<file path="config.mk">
export PLATFORM = sky130hd
export DESIGN_NAME = hold_timer
export DESIGN_NICKNAME = d
export VERILOG_FILES = /design/src/rtl/hold_timer.sv
export SDC_FILE = /design/constraint.sdc
export NUM_CORES = 1
export LEC_CHECK = 0
export CORE_AREA = 4 4 41 43
export DETAILED_ROUTE_END_ITERATION = 7
export DIE_AREA = 0 0 45 47
export REMOVE_ABC_BUFFERS = 1
export SYNTH_ARGS = -nofsm -noshare
export SYNTH_HDL_FRONTEND = slang
export SYNTH_SLANG_ARGS = --single-unit
export TNS_END_PERCENT = 5
</file>
<file path="constraint.sdc">
create_clock -name clk -period 1.1 [get_ports clk]
set_input_delay 0.33 -clock clk [delete_from_list [all_inputs] [get_ports clk]]
set_output_delay 0.33 -clock clk [all_outputs]
set_load 0.03 [all_outputs]
</file>
<file path="src/rtl/hold_timer.sv">
// Per-vector hold counter: wraps on terminal count, cleared while idle.
module hold_timer #(
    parameter int unsigned HOLD_CYCLES = 5
) (
    input  logic clk,
    input  logic rst_n,
    input  logic clear,
    input  logic en,
    output logic tc_c
);

    localparam int unsigned CNT_W = $clog2(HOLD_CYCLES) + 1;
    localparam logic [CNT_W-1:0] LAST = CNT_W'(HOLD_CYCLES - 1);

    if (HOLD_CYCLES == 0) begin : g_bad_hold
        $error("hold_timer: HOLD_CYCLES must be >= 1");
    end

    logic [CNT_W-1:0] cnt_q;

    assign tc_c = en && (cnt_q == LAST);

    // Count while enabled, restart at zero after the last hold cycle
    always_ff @(posedge clk or negedge rst_n) begin
        if (!rst_n) begin
            cnt_q <= '0;
        end else if (clear) begin
            cnt_q <= '0;
        end else if (en) begin
            cnt_q <= tc_c ? '0 : cnt_q + CNT_W'(1);
        end
    end

endmodule

</file>
==> metrics.md, run 1 <==
| Metric | Value |
|---|---|
| Leading area contributor after synthesis | `dfrtp_1` |
| Worst hold margin | `299 ps` |
| Clock buffer depth | `2` |
| Pre-CTS setup slack | `-414 ps` |
| Grt total ovfl | `0` |
| Initial antenna violation count | `0` |
| Leakage | `0.164 nW` |
| Average wire per standard cell | `9.48 um` |
| Status | `finished, violations left` |
| Placed cell areas | `308 um2` |
| CP Max Fanout | `2` |
| Yosys top cell area share | `45.2%` |
| CTS tree | `yes` |
| Most frequent cells in the layout | `7 x buf_4, 4 x dfrtp_1, 3 x inv_1, 3 x clkbuf_4` |
| Max Clk Rate | `0.668 GHz` |
| Vias | `196` |
| Crit path time final | `1500 ps` |
| Synthesized cell area | `221 um2` |
| Slew headroom | `84.8%` |
| Share of cells above drive strength 1 | `37.8%` |
| Slew at the pin with the worst max-slew slack | `226 ps` |
| Fin crit share | `136%` |
| Sequential area share after synthesis | `45.2%` |
| # IOs | `5` |
| Die X | `45 um` |
| Final Slew Violations | `0` |
| Sequential cell area | `100 um2` |
| Commonest non-fill, non-tap cell in the layout | `buf_4` |
| Register bit total from synthesis | `4` |
| Die ar. | `0.00212 mm2` |
| Met3 routed WL | `30 um` |
| Area of the multi-input gates | `125 um2` |
| Biggest regs | `cnt_q (4)` |
| Endpoint type of the worst setup path | `output port` |
| Post-Synthesis Cells | `24` |
| Crit path launch type | `flip-flop` |
| Cell Rows | `13` |
| Htree depth | `1` |
| Synth unique cells | `13` |
| Clock skew | `1.40 ps` |
| Endpoints failing hold | `0` |
| CTS Buf Count | `3` |
| CP arrival | `1170 ps` |
| DR DRC count | `0` |
| Required @ worst endpoint | `770 ps` |
| Pwr Total | `437 uW` |
| Mapped Avg Cell Area | `9.23 um2` |
| Pre-antenna DRT Iters | `4` |
| Initial Util | `17.0%` |
| DRT iter0 DRCs | `2` |
| GRT Util Overall | `5.71%` |
| YS warnings | `0` |
| Synth area leaders | `dfrtp_1 45%, ha_1 11%, a21oi_1 6.8%` |
| Pin count of the biggest net entering global routing | `5` |
| Number of port buffers | `4` |
| Crit path kind | `reg2out` |
| Failing checks | `negative setup slack` |
| Detail Placement HPWL | `372 um` |
| Clk sinks | `4` |
| Final GP Congestion | `0.797` |
| Filler cells | `146` |
| Final ANT Viol Nets | `0` |
| Clock slew at reported path FFs | `40 ps` |
| Final nets | `45` |
| Cell Pwr Density | `1220 mW/mm2` |
| RSZ-0062 raised after global routing | `true` |
| Max-cap violations | `0` |
| Cts hold-fix bufs | `0` |
| Worst skew pair latency | `230 ps` |
| Setup TNS | `-806 ps` |
| Core area | `0.00130 mm2` |
| Antenna cells | `0` |
| Post-route setup slack | `-397 ps` |
| # setup viols final | `4` |
| Clock root cell | `clkbuf_4` |
| WL final | `493 um` |
| First-pass GRT wire length | `800 um` |
| Largest register FFs | `4` |
| Area Overhead vs Synth | `62.1%` |
| Top sig layer | `met3` |
| Worst Hold Class | `in2async` |
| Vias/cell | `3.77` |
| Peak VDD IR | `446 uV` |
| Post-route cell area | `359 um2` |
| Die Span Y | `47 um` |
| Vias in the first global route | `213` |
| Largest reg by FF count | `cnt_q` |
| Wire length on met1 | `254 um` |
| Met2 wire len | `208 um` |
[power by group]
part,internal [mW],leakage [nW],switching [mW]
Combinational,0.0558,0.0955,0.0442
Sequential,0.156,0.0544,0.00396
Clock,0.122,0.0138,0.0559
[routing by layer]
| layer | track usage [%] | up-vias |
|---|---|---|
| met5 | 0 | - |
| met4 | 7.02 | 0 |
| met3 | 1.15 | 0 |
| met2 | 7.63 | 5 |
| met1 | 6.91 | 85 |
| li1 | - | 106 |
[critical path, cell delays in order (launching register included)]
cell,delay (ps)
dfrtp_1,360
inv_1,60
ha_2,170
nand2b_1,70
nor2_1,100
buf_4,160
[final timing paths]
path                                 startpoint                   end  slack (ps)  cells past startpoint
setup reg to reg           cnt_q[1]$_DFFE_PN0P_  cnt_q[0]$_DFFE_PN0P_        -180                      7
min in group clk           cnt_q[3]$_DFFE_PN0P_  cnt_q[3]$_DFFE_PN0P_         540                      2
setup / recovery           cnt_q[1]$_DFFE_PN0P_                  tc_c        -400                      5
max in group asynchronous                 rst_n  cnt_q[2]$_DFFE_PN0P_         640                      1
hold reg to reg            cnt_q[3]$_DFFE_PN0P_  cnt_q[3]$_DFFE_PN0P_         540                      2
hold / removal                            rst_n  cnt_q[0]$_DFFE_PN0P_         300                      1
[through the flow]
step           cells  util, %
2_1_floorplan     24        -
3_3_place_gp      47     23.7
3_5_place_dp      47     23.7
4_1_cts           52     27.3
5_1_grt           52     27.6
6_report          52     27.6
[repair_timing]
action,CTS,global route
endpoints found under the setup margin,5,4
endpoints found under the hold margin,0,0
buffers inserted,2,0
pin swaps,3,1
gates resized for setup,4,1
[kinds of logic after synthesis]
family	share of synthesized area (%)
compound gates	6.78
xor+xnor	3.96
fa+ha+maj	11.3
buf+inv	5.08
flops	45.2
mux	4.52
simple gates	23.2
[cells in the mapped netlist]
library cell / n
xnor2_1: 1
nand4_1: 1
inv_1: 3
nor2_1: 2
dfrtp_1: 4
nand2b_1: 1
nor3b_1: 1
nand2_1: 2
mux2i_1: 1
ha_1: 2
a21oi_1: 3
or3_1: 1
nor3_1: 2
[layout make-up]
class,instances,share of cell area [%]
multi-input cells,17,34.8
flip-flops and latches,4,27.9
repair buffers,10,22.6
clock buffers,3,6.27
well taps,15,5.23
inverters,3,3.14
(Power assumes the default switching activity.)
==> run 2: changes to the inputs <==
CAP_MARGIN = 20   (was not set)
==> results of run 2 <==
The final DEF is identical to that of run 1; final timing and power are the same.
